--- src/rtl/sync_fifo_rv.sv ---
// sync_fifo_rv: parametrised synchronous FIFO with ready/valid on both sides.
// Storage is a distributed-RAM array written on the rising edge and read
// combinationally, so the head entry falls through to deq_data as soon as
// it has been written. Pointers carry one extra wrap bit so that full and
// empty can be told apart without a separate flag.
//
// Optional feature: define FIFO_ALMOST_FLAGS_EN to add the registered
// almost_full / almost_empty outputs. Without it those ports and their logic
// are absent and the ALMOST_* parameters are only range-checked.
module sync_fifo_rv #(
  parameter int WIDTH              = 32,
  parameter int LOGDEPTH           = 3,
  parameter int ALMOST_FULL_LEVEL  = (1 << LOGDEPTH) - 1,
  parameter int ALMOST_EMPTY_LEVEL = 1
) (
  input  logic                clk,
  input  logic                rst,
  input  logic                enq_valid,
  input  logic [WIDTH-1:0]    enq_data,
  output logic                enq_ready,
  output logic                deq_valid,
  output logic [WIDTH-1:0]    deq_data,
  input  logic                deq_ready,
  output logic [LOGDEPTH:0]   count
`ifdef FIFO_ALMOST_FLAGS_EN
  ,
  output logic                almost_full,
  output logic                almost_empty
`endif
);

  localparam int DEPTH = 1 << LOGDEPTH;

  // Pointer increment and the occupancy value that means "full", both sized
  // to the pointer width so arithmetic and compares stay width-matched.
  localparam logic [LOGDEPTH:0] PTR_ONE   = {{LOGDEPTH{1'b0}}, 1'b1};
  localparam logic [LOGDEPTH:0] DEPTH_CNT = {1'b1, {LOGDEPTH{1'b0}}};

  // Reject configurations the pointer scheme and flag compares cannot honour.
  generate
    if (WIDTH < 1) begin : g_bad_width
      $error("sync_fifo_rv: WIDTH must be at least 1");
    end
    if (LOGDEPTH < 1 || LOGDEPTH > 10) begin : g_bad_logdepth
      $error("sync_fifo_rv: LOGDEPTH must be in 1..10");
    end
    if (ALMOST_FULL_LEVEL < 0 || ALMOST_FULL_LEVEL > DEPTH) begin : g_bad_af
      $error("sync_fifo_rv: ALMOST_FULL_LEVEL must be in 0..DEPTH");
    end
    if (ALMOST_EMPTY_LEVEL < 0 || ALMOST_EMPTY_LEVEL > DEPTH) begin : g_bad_ae
      $error("sync_fifo_rv: ALMOST_EMPTY_LEVEL must be in 0..DEPTH");
    end
  endgenerate

  // ------------------------------------------------------------------
  // State
  // ------------------------------------------------------------------
  logic [WIDTH-1:0]    mem_reg [DEPTH];
  logic [LOGDEPTH:0]   wr_ptr_reg;
  logic [LOGDEPTH:0]   wr_ptr_next;
  logic [LOGDEPTH:0]   rd_ptr_reg;
  logic [LOGDEPTH:0]   rd_ptr_next;
  logic [LOGDEPTH:0]   count_reg;
  logic [LOGDEPTH:0]   count_next;

  logic [LOGDEPTH-1:0] wr_idx;
  logic [LOGDEPTH-1:0] rd_idx;
  logic                full;
  logic                empty;
  logic                enq_fire;
  logic                deq_fire;

  // ------------------------------------------------------------------
  // Status and handshakes: derived from registered pointers only, so
  // enq_ready / deq_valid never depend combinationally on the inputs.
  // ------------------------------------------------------------------
  assign wr_idx    = wr_ptr_reg[LOGDEPTH-1:0];
  assign rd_idx    = rd_ptr_reg[LOGDEPTH-1:0];
  assign empty     = (wr_ptr_reg == rd_ptr_reg);
  assign full      = (wr_idx == rd_idx) &&
                     (wr_ptr_reg[LOGDEPTH] != rd_ptr_reg[LOGDEPTH]);
  assign enq_ready = !full;
  assign deq_valid = !empty;

  // A cycle with rst high discards everything, so no transfer may fire in it.
  assign enq_fire  = enq_valid && !full  && !rst;
  assign deq_fire  = deq_ready && !empty && !rst;

  // Head entry falls through combinationally; undefined while empty.
  assign deq_data  = mem_reg[rd_idx];
  assign count     = count_reg;

  // Next pointer values and the occupancy they imply.
  always_comb begin
    wr_ptr_next = wr_ptr_reg;
    rd_ptr_next = rd_ptr_reg;
    if (enq_fire) begin
      wr_ptr_next = wr_ptr_reg + PTR_ONE;
    end
    if (deq_fire) begin
      rd_ptr_next = rd_ptr_reg + PTR_ONE;
    end
    count_next = wr_ptr_next - rd_ptr_next;
  end

  // Pointer and occupancy registers; reset empties the queue.
  always_ff @(posedge clk) begin
    if (rst) begin
      wr_ptr_reg <= '0;
      rd_ptr_reg <= '0;
      count_reg  <= '0;
    end else begin
      wr_ptr_reg <= wr_ptr_next;
      rd_ptr_reg <= rd_ptr_next;
      count_reg  <= count_next;
    end
  end

  // Storage write port; contents are deliberately left alone on reset.
  always_ff @(posedge clk) begin
    if (enq_fire) begin
      mem_reg[wr_idx] <= enq_data;
    end
  end

`ifdef FIFO_ALMOST_FLAGS_EN
  localparam logic [LOGDEPTH:0] AF_LVL = ALMOST_FULL_LEVEL[LOGDEPTH:0];
  localparam logic [LOGDEPTH:0] AE_LVL = ALMOST_EMPTY_LEVEL[LOGDEPTH:0];

  logic almost_full_reg;
  logic almost_empty_reg;

  // Flags are computed from next-state occupancy so they line up with count.
  always_ff @(posedge clk) begin
    if (rst) begin
      almost_full_reg  <= 1'b0;
      almost_empty_reg <= 1'b1;
    end else begin
      almost_full_reg  <= (count_next >= AF_LVL);
      almost_empty_reg <= (count_next <= AE_LVL);
    end
  end

  assign almost_full  = almost_full_reg;
  assign almost_empty = almost_empty_reg;
`endif

  // ------------------------------------------------------------------
  // Structural invariants
  // ------------------------------------------------------------------
  a_count_bounded: assert property (@(posedge clk) disable iff (rst)
    count_reg <= DEPTH_CNT);

  a_full_means_depth: assert property (@(posedge clk) disable iff (rst)
    (deq_valid && full) |-> (count_reg == DEPTH_CNT));

  a_count_tracks_ptrs: assert property (@(posedge clk) disable iff (rst)
    count_reg == (wr_ptr_reg - rd_ptr_reg));

endmodule

--- config.mk ---
export PLATFORM = sky130hd
export DESIGN_NAME = sync_fifo_rv
export DESIGN_NICKNAME = d
export VERILOG_FILES = /design/src/rtl/sync_fifo_rv.sv
export SDC_FILE = /design/constraint.sdc
export NUM_CORES = 1
export LEC_CHECK = 0
export CORE_MARGIN = 2
export CORE_UTILIZATION = 55
export CTS_CLUSTER_SIZE = 30
export DETAILED_ROUTE_END_ITERATION = 8
export PLACE_DENSITY = 0.75
export SLEW_MARGIN = 10
export SYNTH_ARGS = -nofsm -noshare
export SYNTH_HDL_FRONTEND = slang
export SYNTH_SLANG_ARGS = --single-unit
--- constraint.sdc ---
create_clock -name clk -period 5.4 [get_ports clk]
set_input_delay 1.35 -clock clk [delete_from_list [all_inputs] [get_ports clk]]
set_output_delay 1.35 -clock clk [all_outputs]
set_load 0.01 [all_outputs]
### Word-level counts from Yosys, hierarchy flattened

Memories as Yosys holds them, arrays and structs flattened. A register that Yosys moved wholly into a read port is not among the register bits.
Index checks and enable logic that the tools add are counted.

| storage, ports and cells | value |
|---|---|
| word-level logic and storage cells | 23 |
| bits in registers | 12 |
| memories kept | 1 |
| memory bits (writable) | 256 |
| bits of input ports | 36 |
| output and inout bits | 38 |

| cells by class | value |
|---|---|
| add/subtract/negate cells | 3 |
| reduce and logical (&&, ||, !) cells | 8 |
| equal/unequal tests | 3 |
| mux-type cells | 5 |

Memories:

| memory | depth | width | rd ports | clocked after memory_dff | write ports | line | RTL |
|---|---|---|---|---|---|---|---|
| mem_reg | 8 | 32 | 1 | 1 | 1 | 58 | `logic [WIDTH-1:0] mem_reg [DEPTH];` |

Operator list:

| cell | count |
|---|---|
| 4-bit by 1-bit adder with 4-bit output, second input constant | 2 |
| 4-bit two-way mux | 2 |
| 1-bit logical AND | 5 |
| 4-bit equality test | 1 |
| 4-bit subtractor | 1 |
| 3-bit equality test | 1 |
| 1-bit zero test | 3 |
| 3-bit two-way mux | 1 |
| 1-bit two-way mux | 2 |
| 1-bit != test | 1 |

### Longest topological paths before layout

Gate-level depths: netlist of the first run.

| depth | value |
|---|---|
| depth after elaboration | 7 |
| depth in mapped cells | 10 |
| depth with buffers taken out | 9 |

### Worst setup path before layout of the first run

OpenSTA, ideal clock, no wires.

| timing | value |
|---|---|
| path kind | input to register |
| start | in rst |
| end | mem mem_reg[0][0] (enable) |
| buffers on the path | 0 |
| data required time | 4.939 ns |
| cell stages on the path | 4 |
| setup slack | 0.662 ns |
| library setup time | 0.461 ns |
| arrival | 4.276 ns |
| path through | nand2b_1 a41oi_4 or2b_1 nor3_1 |

| between the ends | value |
|---|---|
| cells in the longest elaborated chain, start to end | 4 |

Ends and longest elaborated chain:

| element | line | RTL |
|---|---|---|
| from (decl) | 17 | `input logic rst,` |
| 1-bit zero test | 86 | `assign enq_fire = enq_valid && !full && !rst;` |
| 1-bit logical AND | 86 |  |
| 1-bit two-way mux | 121 | `if (enq_fire) begin` |
| 1-bit two-way mux (implied by the code) | 122 | `mem_reg[wr_idx] <= enq_data;` |
| to (decl) | 58 |  |

No other way between the ends.

==> out/qor.tcl, run 1 <==
set qor(run_status) {completed}
set qor(worst-endpoint-arrival_ps) 3000
set qor(postRouteWirelength_um) 18800
set qor(drt_drc_violations_left) 0
set qor(fp.dieH_um) 142
set qor(initialDrtViolationCount) 392
set qor(cts_inserted_buffers) 26
set qor(finalCoreUtilization_pct) 66.1
set qor(drv.max_cap_violation_count) 0
set qor(setup.worst_path.end_class) {primary output}
set qor(wire_length_of_the_first_global_routing_pass_um) 29500
set qor(placed_cells) 760
set qor(yosys.area_share.simple_pct) 1.76
set qor(postCtsSetupBuffers) 0
set qor(final_cell_count_no_fill) 805
set qor(timing.clock.skew_ps) 9.18
set qor(core_um2) 18600
set qor(layout_worst_path_cycle_share_pct) 80.6
set qor(achievable_frequency_mhz) 230
set qor(regToRegEndpoint) {mem_reg[5][8]}
set qor(leakage_nw) 3.88
set qor(worstSkewPairLatency_ps) 520
set qor(slew_headroom_pct) 23.0
set qor(worst_hold_path_stage_count) 3
set qor(cts_tree) {yes}
set qor(layout-drive-gt1-share_pct) 29.1
set qor(transition_at_the_pin_with_the_smallest_max_transition_slack_ps) 1160
set qor(placementRows) 50
set qor(post_synth_mux_area_share_pct) 17.6
set qor(holdBufCountCts) 0
set qor(critPathTopFamily) {multiplexers}
set qor(die_area_um2) 20100
set qor(powerDensity_nw_per_um2) 350
set qor(clk_pin_slew_ps) 60
set qor(vias) 4712
set qor(nNetsFinal) 596
set qor(grt_setup_unrepaired) {no}
set qor(boundaryPins) 74
set qor(yosys.area_share.adder_pct) 0.792
set qor(grt_antenna_before_repair) 0
set qor(critPathLaunch) {rd_ptr_reg[0]}
set qor(drv_slew) 0
set qor(critical_path_depth) 4
set qor(mappedNetlistNets) 505
set qor(place_congestion) 0.776
set qor(numClockSinks) 268
set qor(final_hold_viol_count) 0
set qor(cts_max_level) 1
set qor(synth_cell_type_count) 38
set qor(largest_reg_flops) 256
set qor(detailedPlacementHpwl_um) 11000
set qor(worstPathCellList) {buf_12 -> mux4_2 -> mux2_2 -> clkdlybuf4s50_1}
set qor(final_period_minus_worst_setup_slack_ps) 4350
set qor(netlist_instances) 463
set qor(timing.critical_path.slowest_stage_cell) {sky130_fd_sc_hd__dfxtp_4}
set qor(cp_data_required_time_ps) 4050
set qor(syn_area_per_cell_um2) 22.5
set qor(minimum_setup_slack_among_reg_to_reg_paths_ps) 2160
set qor(crit_path_start_kind) {register}
set qor(holdCritPathClass) {register to register}
set qor(grt_pass1_vias) 4995
set qor(area_of_the_mapped_netlist_um2) 10400
set qor(ctsResizeCount) 0
set qor(buffer_ports.inserted) 73
set qor(grt_use_total_pct) 19.6
set qor(grt_overflow) 0
set qor(areaGrowthSynthToFinish_pct) 18.1
set qor(reg2regPathDepth) 6
set qor(maximum_vdd_drop_mv) 0.289
set qor(tns_ps) 0
set qor(post_dr_wirelength_cell_um) 23.4
set qor(cp_max_fo) 48
set qor(post_drt_via_cell_ratio) 5.85
set qor(fillCellCount) 1206
set qor(finalSetupViolations) 0
set qor(clock_path_buffers) 3
set qor(die_width_um) 142
set qor(setup.worst_path.end) {deq_data[14]}
set qor(initial_utilization_pct) 56.0
set qor(grt_start_max_net_pins) 70
set qor(postSynthRegisterBits) 268
set qor(critical_path_buf_inv_count) 2
set qor(synth-xor-area-share_pct) 1.68
set qor(root_driver) {sky130_fd_sc_hd__clkbuf_16}
set qor(r2r_start) {rd_ptr_reg[0]}
set qor(antennaDiodeCount) 0
set qor(critical-path-max-stage-delay_ps) 670
set qor(dominant_combinational_cell_family_by_area_after_synthesis) {multiplexers}
set qor(final_antenna_net_count) 0
set qor(criticalPathCategory) {register to primary output}
set qor(synth_compound_gate_area_share_pct) 0.732
set qor(min-delay-start) {rd_ptr_reg[3]}
set qor(yosysSeqAreaShare_pct) 76.0
set qor(ys.warnings.count) 0
set qor(drtPass1Iterations) 4
==> worst min-delay path by stage <==
| stage | to | slack [ps] |
|---|---|---|
| floorplan | rd_ptr_reg[1] | 620 |
| global placement | rd_ptr_reg[3] | 700 |
| detailed placement | wr_ptr_reg[0] | 750 |
| CTS | wr_ptr_reg[0] | 780 |
| global route | rd_ptr_reg[3] | 830 |
| finish | rd_ptr_reg[3] | 780 |
==> Yosys cell counts (all sizes together) <==
library cell  instances  area share (%)
xor2                  7            0.66
o211ai                1           0.072
clkbuf                3            0.11
nor2                 15            0.54
ha                    5            0.60
dfxtp                12             2.3
buf                  21             1.1
o21ai                 1           0.048
and4b                 1           0.096
a31oi                 1           0.060
mux4                 64              14
inv                   7            0.25
mux2i                 3            0.29
a21o                  2            0.16
nand3                 1           0.048
nand2                 6            0.22
nand4                 1           0.060
nor4                  1           0.060
a21oi                 1           0.048
and2                  2            0.12
edfxtp              256              74
xnor2                 7             1.0
nor3                  3            0.14
and4                  1            0.11
a41oi                 2            0.35
or2b                  1           0.072
or3                   1           0.060
fa                    1            0.19
nand2b                4            0.24
mux2                 32             3.5
==> layout make-up <==
cell class / count / area [um^2] / area share, %
clock buffers: 30 / 687 / 5.57
clock inverters: 15 / 129 / 1.05
inverters: 7 / 26.3 / 0.213
multi-input cells: 164 / 2400 / 19.5
flip-flops and latches: 268 / 7940 / 64.4
well taps: 234 / 293 / 2.38
repair buffers: 87 / 848 / 6.88
==> power breakdown <==
part / internal (mW) / switching (mW)
clock network: 1.00 / 0.722
logic: 0.148 / 0.116
registers: 2.30 / 0.0182
total: 3.45 / 0.856
==> worst register-to-register path, cell delays in order, from the launching register on <==
cell and delay [ps]:
sky130_fd_sc_hd__dfxtp_4 670, sky130_fd_sc_hd__buf_12 400, sky130_fd_sc_hd__xnor2_2 190, sky130_fd_sc_hd__a41oi_4 370
sky130_fd_sc_hd__or2b_1 400, sky130_fd_sc_hd__nor2_4 640, sky130_fd_sc_hd__buf_4 290
==> kinds of logic (layout without fill, tap and decap cells) <==
kind of cell / Yosys count / in the layout
DFF: 268 / 268
muxes: 99 / 99
and+or+nand+nor: 37 / 37
buffers and inverters: 31 / 139
xor gates and xnor gates: 14 / 14
AOI/OAI and AO/OA: 8 / 8
adders and majority gates: 6 / 6
==> cells in the final DEF, fill, tap and decap left out, drive strengths merged, types with 2 or more instances in the layout <==
master           n
clkdlybuf4s50   73
xnor2            7
clkinv          11
ha               5
a41oi            2
edfxtp         256
mux2i            3
nor2            15
bufinv           2
mux2            32
dfxtp           12
a21o             2
inv              7
nand2b           4
clkbuf          30
xor2             7
mux4            64
nand2            6
and2             2
nor3             3
buf             14
clkinvlp         2
==> layer usage <==
layer / global-route usage, % / vias to the layer above / share of wire, %
li1: - / 2085 / -
met1: 28.1 / 2480 / 43
met2: 32.3 / 118 / 51
met3: 3.34 / 29 / 4.8
met4: 4.47 / 0 / 1.7
met5: 0 / - / 0
==> metrics by stage <==
| step | power [mW] | setup slack, ps | instance area [um^2] | hold WS [ps] |
|---|---|---|---|---|
| 4_1_cts | 4.34 | 961 | 12300 | 782 |
| 6_report | 4.31 | 1050 | 12300 | 783 |
| 3_3_place_gp | 2.62 | 1260 | 11500 | 704 |
| 2_1_floorplan | 2.50 | 662 | 10400 | 615 |
| 5_1_grt | 4.44 | 840 | 12300 | 829 |
| 3_5_place_dp | 2.63 | 1210 | 11500 | 752 |
(Power assumes the default switching activity.)
==> run 2: changes to the inputs <==
Settings changed: CORE_UTILIZATION 55 to 53, PLACE_DENSITY 0.75 to 0.76.
Clock period 5.4 ns to 3.7 ns, I/O delays scaled along.
==> out/qor.tcl, run 2 (synthesized netlist as in run 1, its figures left out) <==
set qor(final_period_minus_worst_setup_slack_ps) 3560
set qor(core_um2) 19400
set qor(cp_data_required_time_ps) 2770
set qor(holdBufCountCts) 0
set qor(critPathLaunch) {rd_ptr_reg[1]}
set qor(post_drt_via_cell_ratio) 5.72
set qor(leakage_nw) 3.94
set qor(r2r_start) {rd_ptr_reg[1]}
set qor(placementRows) 51
set qor(maximum_vdd_drop_mv) 0.335
set qor(die_area_um2) 20800
set qor(postRouteWirelength_um) 20000
set qor(holdCritPathClass) {register to register}
set qor(antennaDiodeCount) 0
set qor(wire_length_of_the_first_global_routing_pass_um) 30500
set qor(powerDensity_nw_per_um2) 495
set qor(minimum_setup_slack_among_reg_to_reg_paths_ps) 700
set qor(boundaryPins) 74
set qor(fp.dieH_um) 144
set qor(setup.worst_path.end_class) {primary output}
set qor(vias) 4872
set qor(root_driver) {sky130_fd_sc_hd__clkbuf_16}
set qor(drtPass1Iterations) 4
set qor(cts_max_level) 1
set qor(place_congestion) 0.762
set qor(worst-endpoint-arrival_ps) 2630
set qor(achievable_frequency_mhz) 281
set qor(final.setup.worst_slack_ps) 145
set qor(numClockSinks) 268
set qor(cts_inserted_buffers) 26
set qor(layout-drive-gt1-share_pct) 29.8
set qor(pre_cts_slack_ps) 243
set qor(post_dp_cell_area_um2) 11700
set qor(grt_antenna_before_repair) 0
set qor(slew_headroom_pct) 62.5
set qor(finalSetupViolations) 0
set qor(final_hold_viol_count) 0
set qor(initialDrtViolationCount) 385
set qor(die_width_um) 144
set qor(grt_overflow) 0
set qor(buffer_ports.inserted) 73
set qor(drv.max_cap_violation_count) 0
set qor(grt_setup_unrepaired) {no}
set qor(setup.worst_path.end) {deq_data[20]}
set qor(grt_pass1_vias) 5221
set qor(postLayoutCellArea_um2) 12500
set qor(grt_use_total_pct) 20.0
set qor(transition_at_the_pin_with_the_smallest_max_transition_slack_ps) 562
set qor(final_antenna_net_count) 0
set qor(areaGrowthSynthToFinish_pct) 19.8
set qor(worstSkewPairLatency_ps) 530
set qor(crit_path_start_kind) {register}
set qor(grt_start_max_net_pins) 36
set qor(largest_reg_flops) 256
set qor(leading_cell_types_in_the_layout_fill_and_taps_excluded) {sky130_fd_sc_hd__edfxtp_1 (256), sky130_fd_sc_hd__clkdlybuf4s50_1 (73), sky130_fd_sc_hd__mux4_2 (64)}
set qor(cts_tree) {yes}
set qor(tns_ps) 0
set qor(initial_utilization_pct) 53.8
set qor(detailedPlacementHpwl_um) 11400
set qor(reg2regPathDepth) 10
set qor(regToRegEndpoint) {count[3]}
set qor(clock_path_buffers) 3
set qor(cp_max_fo) 25
set qor(drv_slew) 0
set qor(post_dr_wirelength_cell_um) 23.4
set qor(nNetsFinal) 611
set qor(drt_drc_violations_left) 0
set qor(timing.clock.skew_ps) 17.9
set qor(layout_worst_path_cycle_share_pct) 96.1
set qor(clk_pin_slew_ps) 60
set qor(criticalPathCategory) {register to primary output}
set qor(final_common_cell) {sky130_fd_sc_hd__edfxtp_1}
set qor(run_status) {completed}
run 2: cell count changes in the layout (fill, tap and decap cells not counted), sizes merged:
| cell | delta |
|---|---|
| clkbuf | +1 |
| bufinv | -1 |
| buf | +15 |
| clkinv | +2 |
| clkinvlp | -1 |
run 2: critical path, cell delays in order (launching register included):
cell and delay, ps:
sky130_fd_sc_hd__dfxtp_4 620, sky130_fd_sc_hd__buf_4 290, sky130_fd_sc_hd__mux4_2 360, sky130_fd_sc_hd__mux2_2 280, sky130_fd_sc_hd__clkdlybuf4s50_1 550
run 2: cell type report:
type | count | area (um^2)
sequential | 268 | 7940
multi-input combinational | 164 | 2420
clock buffer | 31 | 669
clock inverter | 15 | 103
tap | 265 | 332
inverter | 7 | 26.3
timing repair buffer | 102 | 1010
fill | 1288 | 6900
run 2: how the worst min path moves through the flow:
stage | startpoint | slack, ps | depth (start not counted) | endpoint
CTS | rd_ptr_reg[3] | 730 | 3 | rd_ptr_reg[3]
global route | rd_ptr_reg[3] | 790 | 3 | rd_ptr_reg[3]
global placement | rd_ptr_reg[3] | 710 | 3 | rd_ptr_reg[3]
finish | rd_ptr_reg[3] | 730 | 3 | rd_ptr_reg[3]
floorplan | rd_ptr_reg[1] | 620 | 3 | rd_ptr_reg[1]
detailed placement | rd_ptr_reg[3] | 730 | 3 | rd_ptr_reg[3]
run 2: through the flow:
step	instances	hold WS, ps	utilization, %	total power, mW
floorplan	463	615	-	3.65
global placement	803	709	60.3	3.84
detailed placement	803	725	60.3	3.85
CTS	852	735	64.4	6.23
global route	852	788	64.4	6.39
finish	852	730	64.4	6.19
run 2: what timing repair did:
item                                    4_1_cts  5_1_grt
hold endpoints to repair                      0        0
endpoints found under the setup margin        1        0
resized for setup                             0        0
buffers inserted                              3        0
run 2: power by group:
group / leakage, nW / switching [mW] / internal [mW]
clock network: 0.373 / 1.04 / 1.35
registers: 2.41 / 0.0201 / 3.36
logic: 1.16 / 0.181 / 0.230
total: 3.94 / 1.25 / 4.94
run 2: routing by layer:
| layer | vias to the layer above | wire, um | GRT usage [%] |
|---|---|---|---|
| li1 | 2128 | - | - |
| met1 | 2571 | 8460 | 27.7 |
| met2 | 138 | 10100 | 32.9 |
| met3 | 35 | 992 | 3.58 |
| met4 | 0 | 420 | 5.93 |
| met5 | - | 0 | 0 |
==> run 3: changes to the inputs <==
Settings changed: REMOVE_ABC_BUFFERS from default to 1.
==> out/qor.tcl, run 3 (synthesized netlist as in run 1, its figures left out) <==
set qor(min-delay-start) {rd_ptr_reg[3]}
set qor(use_met3_pct) 3.25
set qor(grt_overflow) 0
set qor(fp.dieH_um) 144
set qor(crit_path_start_kind) {register}
set qor(antennaDiodeCount) 0
set qor(grt_use_total_pct) 19.3
set qor(post_drt_via_cell_ratio) 5.67
set qor(cts_max_level) 1
set qor(grt.met2_usage_pct) 31.5
set qor(grt_start_max_net_pins) 46
set qor(detailedPlacementHpwl_um) 11100
set qor(busiest_layer) {met2}
set qor(slew_headroom_pct) 68.9
set qor(postRouteWirelength_um) 19400
set qor(final_antenna_net_count) 0
set qor(maximum_vdd_drop_mv) 0.384
set qor(worstSkewPairLatency_ps) 540
set qor(placementRows) 51
set qor(final_common_cell) {sky130_fd_sc_hd__edfxtp_1}
set qor(timing.hold.ws_ps) 742
set qor(fillCellCount) 1285
set qor(leading_cell_types_in_the_layout_fill_and_taps_excluded) {sky130_fd_sc_hd__edfxtp_1 (256), sky130_fd_sc_hd__clkdlybuf4s50_1 (73), sky130_fd_sc_hd__mux4_2 (64)}
set qor(clk_pin_slew_ps) 60
set qor(layout-drive-gt1-share_pct) 29.1
set qor(post_dr_wirelength_cell_um) 22.9
set qor(drt_drc_violations_left) 0
set qor(root_driver) {sky130_fd_sc_hd__clkbuf_16}
set qor(cp_max_fo) 45
set qor(place_congestion) 0.811
set qor(holdBufCountCts) 0
set qor(achievable_frequency_mhz) 282
set qor(reg2regPathDepth) 9
set qor(drv_slew) 0
set qor(layout_worst_path_cycle_share_pct) 95.8
set qor(die_area_um2) 20800
set qor(post_dp_cell_area_um2) 11700
set qor(final_period_minus_worst_setup_slack_ps) 3540
set qor(run_status) {completed}
set qor(finalCoreUtilization_pct) 64.4
set qor(globalRouteMet1Util_pct) 27.9
set qor(total_power_mw) 6.28
set qor(postCtsSetupBuffers) 0
set qor(initial_utilization_pct) 53.8
set qor(cp_data_required_time_ps) 2770
set qor(initialDrtViolationCount) 464
set qor(final_hold_viol_count) 0
set qor(minimum_setup_slack_among_reg_to_reg_paths_ps) 1010
set qor(die_width_um) 144
set qor(drtPass1Iterations) 4
set qor(regToRegEndpoint) {count[3]}
set qor(postLayoutCellArea_um2) 12500
set qor(worst_hold_path_stage_count) 3
set qor(grt_pass1_vias) 5046
set qor(r2r_start) {rd_ptr_reg[1]}
set qor(clock_path_buffers) 3
set qor(leakage_nw) 3.93
set qor(drv.max_cap_violation_count) 0
set qor(timing.clock.skew_ps) 22.8
set qor(finalSetupViolations) 0
set qor(worstHoldEndpoint) {rd_ptr_reg[3]}
set qor(criticalPathCategory) {register to primary output}
set qor(cts_tree) {yes}
set qor(buffer_ports.inserted) 73
set qor(largest_reg_flops) 256
set qor(grt_setup_unrepaired) {no}
set qor(critPathLaunch) {rd_ptr_reg[0]}
set qor(worst-endpoint-arrival_ps) 2620
set qor(areaGrowthSynthToFinish_pct) 19.8
set qor(holdCritPathClass) {register to register}
set qor(nNetsFinal) 603
set qor(numClockSinks) 268
set qor(ctsResizeCount) 0
set qor(core_um2) 19400
set qor(powerDensity_nw_per_um2) 502
set qor(setup.worst_path.end_class) {primary output}
set qor(boundaryPins) 74
set qor(vias) 4799
set qor(wire_length_of_the_first_global_routing_pass_um) 29600
set qor(transition_at_the_pin_with_the_smallest_max_transition_slack_ps) 465
set qor(grt_antenna_before_repair) 1
set qor(cts_inserted_buffers) 27
run 3: cell count changes in the layout (fill, tap and decap cells not counted), moves of 2 or more:
cell	previous run	this run
sky130_fd_sc_hd__clkinv_1	9	7
sky130_fd_sc_hd__nor3_2	0	2
sky130_fd_sc_hd__buf_12	5	8
sky130_fd_sc_hd__buf_4	24	12
sky130_fd_sc_hd__clkbuf_1	5	7
sky130_fd_sc_hd__nor3_4	2	0
run 3: critical path: stages (launching register included):
cell                              delay, ps
sky130_fd_sc_hd__dfxtp_4                370
sky130_fd_sc_hd__buf_12                 330
sky130_fd_sc_hd__mux4_2                 560
sky130_fd_sc_hd__mux2_2                 320
sky130_fd_sc_hd__clkdlybuf4s50_1        490
run 3: layer usage:
layer  wire length, um  part of all wire [%]
met3              1200                   6.2
met2              9580                    49
met5                 0                     0
met1              8350                    43
met4               260                   1.3
run 3: area by class of cell:
type / instances / area, um^2 / area share [%]
clock buffer: 34 / 702 / 5.62
clock inverter: 15 / 113 / 0.901
inverter: 7 / 26.3 / 0.210
multi-input combinational: 164 / 2400 / 19.2
sequential: 268 / 7940 / 63.5
tap: 265 / 332 / 2.65
timing repair buffer: 93 / 981 / 7.85
run 3: worst max-delay path by stage:
stage	to	cells past startpoint	slack, ps
floorplan	mem_reg[0][0]	4	-2780
global placement	count[3]	10	500
detailed placement	count[3]	10	320
CTS	deq_data[18]	4	100
global route	deq_data[27]	4	40
finish	deq_data[18]	4	160
run 3: through the flow:
| stage | worst slack [ps] | cells | TNS (ps) |
|---|---|---|---|
| after detailed placement | 319 | 797 | 0 |
| after CTS | 99.0 | 846 | 0 |
| after global placement | 496 | 797 | 0 |
| final | 157 | 846 | 0 |
| after floorplan | -2780 | 439 | -567290 |
| after global routing | 40.8 | 846 | 0 |
run 3: report_power, final:
group / switching (mW) / total [mW] / internal [mW] / leakage (nW)
Sequential: 0.0161 / 3.38 / 3.36 / 2.41
Combinational: 0.184 / 0.407 / 0.223 / 1.12
Clock: 1.08 / 2.49 / 1.42 / 0.394
